$ cat config.mk
export PLATFORM = sky130hd
export DESIGN_NAME = instruction_fetch_unit
export DESIGN_NICKNAME = d
export VERILOG_FILES = /design/src/rtl/instruction_fetch_unit.sv
export SDC_FILE = /design/constraint.sdc
export NUM_CORES = 1
export LEC_CHECK = 0
export BUFFER_PORTS_ARGS = -buffer_cell sky130_fd_sc_hd__buf_2
export CAP_MARGIN = 20
export CORE_MARGIN = 5
export CORE_UTILIZATION = 50
export CTS_BUF_LIST = sky130_fd_sc_hd__clkbuf_4 sky130_fd_sc_hd__clkbuf_8
export DETAILED_ROUTE_END_ITERATION = 6
export PLACE_DENSITY = 0.82
export SLEW_MARGIN = 20
export SYNTH_ARGS = -nofsm -noshare
export SYNTH_HDL_FRONTEND = slang
export SYNTH_SLANG_ARGS = --single-unit
$ cat constraint.sdc
create_clock -name clk -period 2.7 [get_ports clk]
set_input_delay 0.27 -clock clk [delete_from_list [all_inputs] [get_ports clk]]
set_output_delay 0.27 -clock clk [all_outputs]
set_load 0.03 [all_outputs]
$ cat src/rtl/instruction_fetch_unit.sv
// Fetch stage of the Reptile-8 CPU.
// Holds the program counter and fetches instruction words over a req/ack memory handshake.
// Each fetched word is presented on instruction with a one-cycle IRload pulse. Once the
// control unit retires the instruction, the PC moves on to the next sequential address,
// a relative branch target or an absolute jump target.
//
// Ports:
//   clk, rst                 clock and asynchronous active-high reset
//   fetch_en                 start fetching from IDLE
//   mem_req/mem_addr         memory read request and address (address is pc)
//   mem_ack/mem_rdata        read acknowledge and instruction word
//   instruction, IRload      last fetched word and its one-cycle "new word" strobe
//   exec_done                control unit retired the current instruction
//   branch_taken/offset      relative branch, applied to the already-incremented pc
//   jump_abs/jump_target     absolute jump, takes priority over a branch
//   halt                     stop fetching, sampled in IDLE and at exec_done
//   pc, busy                 program counter and activity flag
module instruction_fetch_unit #(
  parameter int unsigned        ADDR_W   = 12,
  parameter int unsigned        INSTR_W  = 12,
  parameter logic [ADDR_W-1:0]  RESET_PC = '0
) (
  input  logic               clk,
  input  logic               rst,
  input  logic               fetch_en,
  output logic               mem_req,
  output logic [ADDR_W-1:0]  mem_addr,
  input  logic               mem_ack,
  input  logic [INSTR_W-1:0] mem_rdata,
  output logic [INSTR_W-1:0] instruction,
  output logic               IRload,
  input  logic               exec_done,
  input  logic               branch_taken,
  input  logic [ADDR_W-1:0]  branch_offset,
  input  logic               jump_abs,
  input  logic [ADDR_W-1:0]  jump_target,
  input  logic               halt,
  output logic [ADDR_W-1:0]  pc,
  output logic               busy
);

  typedef enum logic [2:0] {
    StIdle,
    StReq,
    StLoad,
    StExec,
    StHalted
  } state_e;

  state_e               state_q, state_d;
  logic [ADDR_W-1:0]    pc_q, pc_d;
  logic [INSTR_W-1:0]   instr_q, instr_d;

  always_ff @(posedge clk or posedge rst) begin
    if (rst) begin
      state_q <= StIdle;
      pc_q    <= RESET_PC;
      instr_q <= '0;
    end else begin
      state_q <= state_d;
      pc_q    <= pc_d;
      instr_q <= instr_d;
    end
  end

  always_comb begin
    state_d = state_q;
    pc_d    = pc_q;
    instr_d = instr_q;
    unique case (state_q)
      StIdle: begin
        if (halt) begin
          state_d = StHalted;
        end else if (fetch_en) begin
          state_d = StReq;
        end
      end
      StReq: begin
        if (mem_ack) begin
          instr_d = mem_rdata;
          pc_d    = pc_q + 1'b1;
          state_d = StLoad;
        end
      end
      StLoad: begin
        // exec_done is deliberately not looked at here
        state_d = StExec;
      end
      StExec: begin
        if (exec_done) begin
          if (jump_abs) begin
            pc_d = jump_target;
          end else if (branch_taken) begin
            // Same-width add wraps modulo 2^ADDR_W, which is the sign-extended result
            pc_d = pc_q + branch_offset;
          end
          state_d = halt ? StHalted : StReq;
        end
      end
      StHalted: begin
        state_d = StHalted;
      end
      default: begin
        state_d = StIdle;
      end
    endcase
  end

  // Gate with rst so the request drops in the same instant reset rises
  assign mem_req     = (state_q == StReq) & ~rst;
  assign mem_addr    = pc_q;
  assign IRload      = (state_q == StLoad);
  assign instruction = instr_q;
  assign pc          = pc_q;
  assign busy        = (state_q != StIdle) && (state_q != StHalted);

endmodule

* Word level (Yosys, flattened, before mapping)
Cells that the tools add are included.
Word-level totals: output and inout bits 39, bits in registers 27
Cells by class: $add $sub $neg 2, reductions and logical operators 7, multiplexer cells 11, bitwise gates (word level) 2, equality and inequality tests 9
Operators with widths (number):
- $mux 12 | 4
- $pmux 12 s2 | 1
- $mux 3 | 5
- $pmux 3 s5 | 1
- $add 12x1->12 const B | 1
- $add 12x12->12 | 1
- $ne 3x3->1 const B | 3
- $eq 3x2->1 const B | 2
- $ne 2x2->1 const B | 2
- $reduce_and 4->1 | 1
- $eq 3x1->1 const B | 1
- $eq 3x3->1 const B | 1
- $logic_not 3->1 | 1
- $reduce_and 3->1 | 1
- $reduce_bool 3->1 | 1
- $reduce_and 2->1 | 1
- $reduce_bool 2->1 | 1
- $and 1x1->1 | 1
- $logic_and 1x1->1 | 1
- $not 1->1 | 1

* Depth between registers and ports, before layout
Gate-level depths: netlist of the first run.
depth in word-level cells 5, depth in mapped cells 10

* Worst setup path before layout of the first run
OpenSTA, ideal clock, no wires.
path kind reg2reg, from reg pc_q[0], in the netlist mem_addr[0], to reg pc_q[8], in the netlist mem_addr[8], data arrival time 2203 ps, clock period less this slack 2285 ps, cell stages (with the launch flop) 11, library setup time 82 ps, setup slack 415 ps, buffers on the path 0, cell sequence dfrtp_1 -> ha_1 -> inv_1 -> fa_1 -> nor2b_1 -> o21ai_0 -> a21boi_1 -> o21a_1 -> o41ai_2 -> xor2_1 -> a31oi_1
Between the ends: cells in the longest elaborated chain, start to end 5, elaborated cells on any way between the ends 7, classes of those cells 2 x add/sub; 5 x mux
Ends and longest elaborated chain:
- from (decl) | line 51 | logic [ADDR_W-1:0] pc_q, pc_d;
- from (signal assigned) | line 61 | pc_q <= pc_d;
- $add 12x12->12 | line 95 | pc_d = pc_q + branch_offset;
- $mux 12 | line 93 | end else if (branch_taken) begin
- $mux 12 | line 91 | if (jump_abs) begin
- $mux 12 | line 90 | if (exec_done) begin
- $pmux 12 s2 (*) | line 70 | unique case (state_q)
Mark *: on every way between the ends. The rest lies on a longest branch, timed or not. The select of a mux whose other input is x is not followed. A chain may end at the register's enable or synchronous reset.

* Worst setup path after layout of the first run
Same ends and word-level chain as after synthesis.

==> metrics.md, run 1 <==
| Metric | Value |
|---|---|
| Top_reg_cell synth | `dfrtp_1` |
| Most common cell after layout, fill and taps aside | `buf_2` |
| Leakage Power | `1.263 nW` |
| Setup tns final | `0 ns` |
| Largest net degree at the start of global routing | `28` |
| I/O pins | `83` |
| Clock sink count | `27` |
| Synth Net Count | `296` |
| CP startpoint kind | `flip-flop` |
| # port buffers | `82` |
| Status | `finished clean` |
| Yosys cell types | `48` |
| Sequential share of the synthesized area | `0.3257` |
| First-pass GRT wire length | `8.783 mm` |
| Max-cap violation count | `0` |
| Cells along the critical path | `ha_1 -> inv_1 -> fa_1 -> nor2b_1 -> o21ai_0 -> a21boi_1 -> o21a_1 -> o41ai_2 -> xor2_1 -> a31oi_1` |
| Wire per inst | `16.00 um` |
| Synth area leader | `dfrtp_1` |
| Root Driver | `clkbuf_8` |
| Post-CTS Setup Repair Bufs | `0` |
| Comb power frac | `0.284` |
| Vias in the first global route | `1878` |
| Least-Margin Pin Slew | `0.5837 ns` |
| Post-route clock skew | `0.01129 ns` |
| Arrival @ worst endpoint | `2.53 ns` |
| Num CTS Buffers | `3` |
| DR vias | `2066` |
| ANT cells | `0` |
| Initial antenna violation count | `0` |
| Top cell type's share of synthesized area | `0.3257` |
| DRC | `0` |
| Hold_buf cts | `0` |
| DR iter-0 viols | `133` |
| Worst-skew pair later-pin latency | `0.28 ns` |
| Core ar. | `4000 um^2` |
| Nets | `369` |
| Initial core utilization | `0.5186` |
| Asr flop ratio synth | `1.000` |
| Max-slew violations | `0` |
| Sw frac | `0.3351` |
| Number of enable flip-flop cells after synthesis | `0` |
| Power per cell area | `385.4 nW/um^2` |
| Dpl hpwl | `4.658 mm` |
| Final WS setup | `0.3801 ns` |
| Worst VDD drop | `0.2581 mV` |
| Tot GR Track Use | `0.2021` |
| Fillers | `369` |
| Vias per cell | `5.723` |
| CTS resizes | `0` |
| Worst stage delay on the critical path | `0.49 ns` |
| CP max stage cell | `dfrtp_1` |
| Register bit count reported by yosys | `27` |
| Switching pwr | `0.3244 mW` |
| Post-Layout Cell Count | `361` |
| Crit path kind | `flip-flop to flip-flop` |
| Relative slew slack | `0.6103` |
| FMAX | `431.1 MHz` |
| Min Tclk post-route | `2.320 ns` |
| Die ar. | `5537 um^2` |
| Final Cycle Share | `0.8592` |
| Post-Syn Instances | `239` |
| RD Place Congestion | `0.8609` |
| Yosys warns | `0` |
| Internal | `0.6438 mW` |
| CTS tree | `done` |
| Most frequent cells in the layout | `buf_2, dfrtp_1, a21oi_1` |
| Main area contributors after synthesis | `dfrtp_1, ha_1, mux2_2` |
| Crit Path Max Fanout | `8` |
| First-pass DRT Iterations | `4` |
| Post-Route WL | `5.777 mm` |
| Layout area overhead | `21.11%` |
| GRT overflow | `0` |
| Antenna viol nets, final | `0` |
| Die Width | `74.41 um` |
| Clock-pin transition on the worst setup and hold timing paths | `0.10 ns` |
| Post-Syn Area per Cell | `8.680 um^2` |
| Hold Crit Class | `input pin to async pin` |
| Inst Count DP | `357` |
| Layout cells sized above 1 | `0.3505` |
| Endpoints failing setup | `0` |
| Row cnt | `23` |
| Clock group share of total power | `0.245` |
| Worst EP required | `2.91 ns` |
| H-tree depth | `1` |
| Max Root-Sink Buffers | `2` |
| Die Y | `74.41 um` |
| Sequential Power Share | `0.471` |
| Post-Place Setup Slack | `0.4114 ns` |
| Post-Syn Area | `2074 um^2` |
| Critical path endpoint category | `flip-flop` |
| RSZ-0062 raised after global routing | `false` |
| Hold Vio Cnt, Final | `0` |
power by group through the flow:
stage          logic (mW)  registers (mW)  clock network (mW)
2_1_floorplan       0.123           0.523                   0
3_3_place_gp        0.269           0.460                   0
3_5_place_dp        0.276           0.464                   0
4_1_cts             0.277           0.456               0.238
5_1_grt             0.299           0.460               0.261
6_report            0.275           0.456               0.238
worst paths after layout:
path                           startpoint              to  slack, ns  cells past startpoint
min in group clk             mem_rdata[2]  instruction[2]       0.21                      2
setup / recovery              mem_addr[0]     mem_addr[8]       0.38                     10
hold / removal                        rst    mem_addr[11]       0.05                      2
max in group asynchronous             rst     mem_addr[0]       2.25                      2
setup reg to reg              mem_addr[0]     mem_addr[8]       0.38                     10
hold reg to reg            instruction[2]  instruction[2]       0.51                      1
cells by family (layout without fill, tap and decap cells):
kind of cell	Yosys count	count (layout)	synth area share
AO/OA/AOI/OAI	77	77	0.2376
XOR/XNOR	8	8	0.03378
adder cells (fa/ha/maj)	13	13	0.08202
buffers and inverters	27	99	0.07116
flip-flops	27	27	0.3257
multiplexers	14	14	0.07479
AND/OR/NAND/NOR	73	73	0.1749
worst max-delay path, delay by kind of cell, from the launching register on:
| kind | cells | cell delay (ns) |
|---|---|---|
| adders and majority gates | 2 | 0.61 |
| DFF | 1 | 0.49 |
| AOI/OAI and AO/OA | 5 | 0.83 |
| xor gates and xnor gates | 1 | 0.15 |
| buffers and inverters | 1 | 0.06 |
| and+or+nand+nor | 1 | 0.12 |
state kept, by name (all words and copies together), names as in the netlist:
signal,count
state_q,3
mem_addr,12
instruction,12
synthesized netlist by cell type, types with 2 or more instances:
library cell / instances
xor2_1: 5
buf_4: 12
xnor2_1: 3
mux2i_1: 2
and2_1: 2
nor3b_1: 2
o211a_1: 2
dfrtp_1: 27
and3_1: 5
a21o_1: 5
o22ai_1: 5
mux2_2: 12
ha_1: 12
nor2b_1: 4
a211oi_1: 3
a31oi_1: 7
clkbuf_1: 4
nand2b_1: 4
inv_1: 9
a21oi_1: 24
o21ai_0: 15
and4_1: 2
nand2_1: 14
nand3_1: 6
or2_2: 2
o21a_1: 2
o221ai_1: 2
nor2_1: 22
nor3_1: 6
through the flow:
stage,cell area (um^2),hold slack (ns),utilization,total power [mW]
floorplan,2074,0.3227,-,0.6459
global placement,2464,0.4830,0.6159,0.7288
detailed placement,2464,0.4909,0.6159,0.7404
CTS,2512,0.2158,0.6281,0.9710
global route,2512,0.09186,0.6281,1.019
finish,2512,0.05482,0.6281,0.9682
per-layer routing:
| metal | up-vias | part of all wire | GRT usage |
|---|---|---|---|
| met5 | - | 0 | 0 |
| met4 | 0 | 0.0031 | 0.02964 |
| met3 | 2 | 0.074 | 0.03784 |
| met2 | 74 | 0.51 | 0.3483 |
| met1 | 977 | 0.42 | 0.2697 |
| li1 | 1013 | - | - |
final cells by class:
type                            count  area, um^2  share of cell area
Clock buffer                        3       41.29             0.01643
Inverter                            9       33.78             0.01345
Tap cell                           50       62.56             0.02490
Clock inverter                      1       7.507            0.002988
Multi-Input combinational cell    185        1251              0.4980
Timing Repair Buffer               86       440.4              0.1753
Sequential cell                    27       675.6              0.2689
No activity file was read; power rests on OpenSTA's default activity.
==> run 2, diff against run 1 <==
--- a/config.mk
+++ b/config.mk
@@ -6,12 +6,12 @@
 export NUM_CORES = 1
 export LEC_CHECK = 0
 export BUFFER_PORTS_ARGS = -buffer_cell sky130_fd_sc_hd__buf_2
-export CAP_MARGIN = 20
+export CAP_MARGIN = 25
 export CORE_MARGIN = 5
-export CORE_UTILIZATION = 50
+export CORE_UTILIZATION = 46
 export CTS_BUF_LIST = sky130_fd_sc_hd__clkbuf_4 sky130_fd_sc_hd__clkbuf_8
 export DETAILED_ROUTE_END_ITERATION = 6
-export PLACE_DENSITY = 0.82
+export PLACE_DENSITY = 0.8
 export SLEW_MARGIN = 20
 export SYNTH_ARGS = -nofsm -noshare
 export SYNTH_HDL_FRONTEND = slang
==> constraint.sdc (replaced) <==
create_clock -name clk -period 1.9 [get_ports clk]
set_input_delay 0.19 -clock clk [delete_from_list [all_inputs] [get_ports clk]]
set_output_delay 0.19 -clock clk [all_outputs]
set_load 0.03 [all_outputs]
==> metrics.md, run 2 (synthesized netlist as in run 1, its figures left out) <==
| Metric | Value |
|---|---|
| Multi-input gate area | `1430 um^2` |
| Worst Setup SP | `mem_addr[0]` |
| Layout area overhead | `43.97%` |
| H-tree depth | `1` |
| Clock sink count | `27` |
| Setup tns final | `-0.4545 ns` |
| Least-Margin Pin Slew | `0.4577 ns` |
| DRC | `0` |
| RD Place Congestion | `0.8937` |
| Post-route clock skew | `0.01189 ns` |
| Most frequent cells in the layout | `buf_2, buf_4, a21oi_1` |
| Die Width | `77.16 um` |
| Dpl hpwl | `4.998 mm` |
| # port buffers | `82` |
| Max-slew violations | `0` |
| Initial antenna violation count | `0` |
| Post-route design area | `2987 um^2` |
| CP startpoint kind | `flip-flop` |
| Final Cycle Share | `1.073` |
| Cells along the critical path | `ha_4 -> inv_2 -> fa_2 -> nor2b_2 -> o21ai_2 -> a21boi_2 -> o21a_1 -> o41ai_2 -> xor2_1 -> a31oi_1` |
| Nets | `405` |
| Max Root-Sink Buffers | `2` |
| Max-cap violation count | `0` |
| Status | `complete, but fails checks` |
| Root Driver | `clkbuf_8` |
| R2R cell count | `10` |
| Cell Area, Placed | `2834 um^2` |
| CP max stage cell | `dfrtp_2` |
| CTS tree | `done` |
| Reg-to-reg startpoint | `mem_addr[0]` |
| ANT cells | `0` |
| FMAX | `490.3 MHz` |
| Die Y | `77.16 um` |
| Vias per cell | `5.566` |
| Final WS setup | `-0.1396 ns` |
| Core ar. | `4354 um^2` |
| Die ar. | `5953 um^2` |
| Violated checks | `negative setup slack` |
| R2R Setup Slk | `-0.14 ns` |
| Crit path kind | `flip-flop to flip-flop` |
| First-pass GRT wire length | `10.54 mm` |
| Layout cells sized above 1 | `0.5101` |
| Worst stage delay on the critical path | `0.44 ns` |
| FF+latch area | `688.2 um^2` |
| Most common cell after layout, fill and taps aside | `buf_2` |
| Worst-skew pair later-pin latency | `0.29 ns` |
| Wire per inst | `16.09 um` |
| Hold Crit Class | `input pin to flip-flop` |
| Tot GR Track Use | `0.2132` |
| Num CTS Buffers | `3` |
| Hold Vio Cnt, Final | `0` |
| Worst VDD drop | `0.3290 mV` |
| Inst Count DP | `389` |
| DR vias | `2221` |
| Clock-pin transition on the worst setup and hold timing paths | `0.12 ns` |
| Initial core utilization | `0.4764` |
| Min Tclk post-route | `2.040 ns` |
| Leakage Power | `1.431 nW` |
| Largest net degree at the start of global routing | `17` |
| Post-Layout Cell Count | `399` |
| Worst EP required | `2.07 ns` |
| I/O pins | `83` |
| Post-Route WL | `6.421 mm` |
| Vias in the first global route | `2211` |
| DR iter-0 viols | `180` |
| Relative slew slack | `0.6945` |
| Tot Pwr | `1.490 mW` |
| Endpoints failing setup | `6` |
| First-pass DRT Iterations | `5` |
| GRT overflow | `0` |
| Critical path endpoint category | `flip-flop` |
| Setup crit end | `mem_addr[8]` |
| Arrival @ worst endpoint | `2.21 ns` |
| RSZ-0062 raised after global routing | `true` |
| Fillers | `363` |
| Power per cell area | `498.9 nW/um^2` |
| Worst hold slack | `0.1326 ns` |
| Antenna viol nets, final | `0` |
| Row cnt | `24` |
| R2R Path End | `mem_addr[8]` |
| Crit Path Max Fanout | `2` |
run 2: cell types whose count changed in the layout (fill, tap and decap cells not counted), sizes merged:
cell and delta:
buf +35, dlygate4sd3 +1
run 2: cell type report:
| cell class | count | area share |
|---|---|---|
| inverters | 9 | 0.01131 |
| flip-flops and latches | 27 | 0.2304 |
| repair buffers | 122 | 0.2413 |
| clock buffers | 3 | 0.01382 |
| clock inverters | 1 | 0.002514 |
| well taps | 52 | 0.02178 |
| multi-input cells | 185 | 0.4788 |
run 2: per-layer routing:
layer / vias to the layer above / global-route usage / share of wire
li1: 1082 / - / -
met1: 1029 / 0.2671 / 0.41
met2: 96 / 0.3695 / 0.50
met3: 14 / 0.03747 / 0.072
met4: 0 / 0.06529 / 0.021
met5: - / 0 / 0
run 2: where the power goes:
group	switching, mW	internal, mW	total, mW	leakage, nW
Combinational	0.273	0.205	0.479	1.08
Sequential	0.0244	0.618	0.643	0.325
Clock	0.219	0.150	0.369	0.0217
run 2: worst min path at each step:
stage                              from              end  slack (ns)  depth (start not counted)
after floorplan                     rst   instruction[0]        0.24                          1
after global placement              rst       state_q[0]        0.22                          2
after detailed placement            rst       state_q[1]        0.23                          2
after CTS                 mem_rdata[10]  instruction[10]        0.13                          2
after global routing       mem_rdata[2]   instruction[2]        0.13                          2
final                     mem_rdata[10]  instruction[10]        0.13                          2
run 2: per-stage QoR:
| stage | util | setup slack (ns) |
|---|---|---|
| after floorplan | - | -0.1363 |
| after global placement | 0.6509 | -0.04416 |
| after detailed placement | 0.6509 | -0.07866 |
| after CTS | 0.6733 | -0.06654 |
| after global routing | 0.6859 | -0.2071 |
| final | 0.6859 | -0.1396 |
run 2: critical path: cells and delay by family (launching register included):
family	cells	cell delay [ns]
AO/OA/AOI/OAI	5	0.82
XOR/XNOR	1	0.19
adder cells (fa/ha/maj)	2	0.36
buffers and inverters	1	0.05
flip-flops	1	0.44
AND/OR/NAND/NOR	1	0.05
run 2: timing repair:
item                                    in CTS  in global routing
endpoints found under the setup margin       5                  7
hold buffers                                 1                  0
hold endpoints to repair                    10                  0
pin swaps                                    4                  9
setup buffers                                2                  3
gates resized for setup                      5                 12
==> run 3, diff against run 2 <==
--- a/config.mk
+++ b/config.mk
@@ -10,9 +10,9 @@
 export CORE_MARGIN = 5
 export CORE_UTILIZATION = 46
 export CTS_BUF_LIST = sky130_fd_sc_hd__clkbuf_4 sky130_fd_sc_hd__clkbuf_8
+export CTS_CLUSTER_DIAMETER = 30
 export DETAILED_ROUTE_END_ITERATION = 6
 export PLACE_DENSITY = 0.8
-export SLEW_MARGIN = 20
 export SYNTH_ARGS = -nofsm -noshare
 export SYNTH_HDL_FRONTEND = slang
 export SYNTH_SLANG_ARGS = --single-unit
==> constraint.sdc (replaced) <==
create_clock -name clk -period 1.9 [get_ports clk]
set_input_delay 0.095 -clock clk [delete_from_list [all_inputs] [get_ports clk]]
set_output_delay 0.095 -clock clk [all_outputs]
set_load 0.03 [all_outputs]
==> metrics.md, run 3 (synthesized netlist as in run 1, its figures left out) <==
| Metric | Value |
|---|---|
| Switching pwr | `0.5037 mW` |
| Setup tns final | `-0.3211 ns` |
| Most frequent cells in the layout | `buf_2, buf_4, a21oi_1` |
| Critical path endpoint category | `flip-flop` |
| Internal | `0.9709 mW` |
| Violated checks | `negative setup slack` |
| # port buffers | `82` |
| Post-Place Setup Slack | `-0.1246 ns` |
| Die ar. | `5953 um^2` |
| RSZ-0062 raised after global routing | `true` |
| Layout cells sized above 1 | `0.5116` |
| Nets | `404` |
| Hold Vio Cnt, Final | `0` |
| Tot GR Track Use | `0.1990` |
| Die Width | `77.16 um` |
| RD Place Congestion | `0.8869` |
| Wire per inst | `15.77 um` |
| Least-Margin Pin Slew | `0.4745 ns` |
| CTS tree | `done` |
| Hold Crit Class | `input pin to flip-flop` |
| Leakage Power | `1.423 nW` |
| Status | `complete, but fails checks` |
| FMAX | `497.9 MHz` |
| Post-route clock skew | `0.004515 ns` |
| Max Root-Sink Buffers | `2` |
| Row cnt | `24` |
| Layout area overhead | `43.37%` |
| First-pass GRT wire length | `9.894 mm` |
| Worst-skew pair later-pin latency | `0.28 ns` |
| I/O pins | `83` |
| CP startpoint kind | `flip-flop` |
| H-tree depth | `1` |
| Final WS setup | `-0.1083 ns` |
| Arrival @ worst endpoint | `2.17 ns` |
| Initial antenna violation count | `0` |
| DR iter-0 viols | `156` |
| DR vias | `2207` |
| Core ar. | `4354 um^2` |
| Clock sink count | `27` |
| Dpl hpwl | `4.944 mm` |
| Endpoints failing setup | `5` |
| Clock-pin transition on the worst setup and hold timing paths | `0.11 ns` |
| Comb power frac | `0.321` |
| Antenna viol nets, final | `0` |
| ANT cells | `0` |
| Clock group share of total power | `0.244` |
| Sequential Power Share | `0.435` |
| DRC | `0` |
| Vias per cell | `5.545` |
| CP max stage cell | `dfrtp_2` |
| Fillers | `354` |
| First-pass DRT Iterations | `4` |
| Worst VDD drop | `0.3912 mV` |
| Post-Route WL | `6.275 mm` |
| Vias in the first global route | `2159` |
| Cells along the critical path | `ha_4 -> inv_2 -> fa_2 -> nor2b_2 -> o21ai_2 -> a21boi_2 -> o21a_1 -> o41ai_2 -> xor2_1 -> a31oi_1` |
| Max-cap violation count | `0` |
| Root Driver | `clkbuf_8` |
| Relative slew slack | `0.6833` |
| Power per cell area | `495.8 nW/um^2` |
| Die Y | `77.16 um` |
| Sw frac | `0.3416` |
| Final Cycle Share | `1.057` |
| Worst stage delay on the critical path | `0.44 ns` |
| Num CTS Buffers | `3` |
| Initial core utilization | `0.4764` |
| Min Tclk post-route | `2.008 ns` |
| GRT overflow | `0` |
| Largest net degree at the start of global routing | `17` |
| Crit Path Max Fanout | `2` |
| Most common cell after layout, fill and taps aside | `buf_2` |
| Max-slew violations | `0` |
| Crit path kind | `flip-flop to flip-flop` |
| Worst EP required | `2.06 ns` |
## run 3: cell types whose count changed in the layout (fill, tap and decap cells not counted), sizes merged
cell,change
buf,-1
## run 3: power by group through the flow
stage          clock [mW]  combinational [mW]  sequential [mW]
2_1_floorplan           0               0.191            0.748
3_3_place_gp            0               0.443            0.649
3_5_place_dp            0               0.454            0.652
4_1_cts             0.357               0.459            0.641
5_1_grt             0.387               0.518            0.647
6_report            0.360               0.474            0.641
## run 3: layout make-up
class	count	area (um^2)	area share
clock inverter	1	7.507	0.002524
tap	52	65.06	0.02188
timing repair buffer	121	705.7	0.2373
clock buffer	3	41.29	0.01388
sequential	27	688.2	0.2314
inverter	9	33.78	0.01136
multi-input combinational	185	1433	0.4817
## run 3: per-stage QoR
| stage | total power, mW | utilization | instances | hold slack, ns | cell area (um^2) |
|---|---|---|---|---|---|
| final | 1.475 | 0.6830 | 398 | 0.04031 | 2974 |
| after global placement | 1.092 | 0.6509 | 389 | 0.1284 | 2834 |
| after global routing | 1.552 | 0.6830 | 398 | 0.03294 | 2974 |
| after floorplan | 0.9388 | - | 239 | 0.1470 | 2217 |
| after detailed placement | 1.106 | 0.6509 | 389 | 0.1373 | 2834 |
| after CTS | 1.457 | 0.6661 | 394 | 0.04000 | 2900 |
## run 3: path summary, 6_finish.rpt
kind / startpoint / end / slack [ns] / cells after the start
max in group asynchronous: rst / instruction[3] / 0.82 / 5
hold / removal: mem_rdata[6] / instruction[6] / 0.04 / 2
min in group asynchronous: rst / state_q[0] / 0.39 / 3
setup / recovery: mem_addr[0] / mem_addr[8] / -0.11 / 10
hold reg to reg: instruction[6] / instruction[6] / 0.51 / 1
setup reg to reg: mem_addr[0] / mem_addr[8] / -0.11 / 10
## run 3: metal layers
layer / routed length [um] / global-route usage / share of wire
met1: 2510 / 0.2442 / 0.40
met2: 3243 / 0.3569 / 0.52
met5: 0 / 0 / 0
met4: 82 / 0.05498 / 0.013
met3: 438 / 0.03044 / 0.070
## run 3: repair_timing
action / in CTS / in global routing
hold buffers: 1 / 0
gates resized for setup: 4 / 13
hold endpoints to repair: 10 / 0
pin swaps: 8 / 7
setup endpoints to repair: 5 / 8
setup buffers: 0 / 4
## run 3: worst max-delay path: cells and delay by family (launching register included)
family	cells	cell delay [ns]
AOI/OAI and AO/OA	5	0.81
xor gates and xnor gates	1	0.19
and+or+nand+nor	1	0.04
buffers and inverters	1	0.05
adders and majority gates	2	0.36
DFF	1	0.44
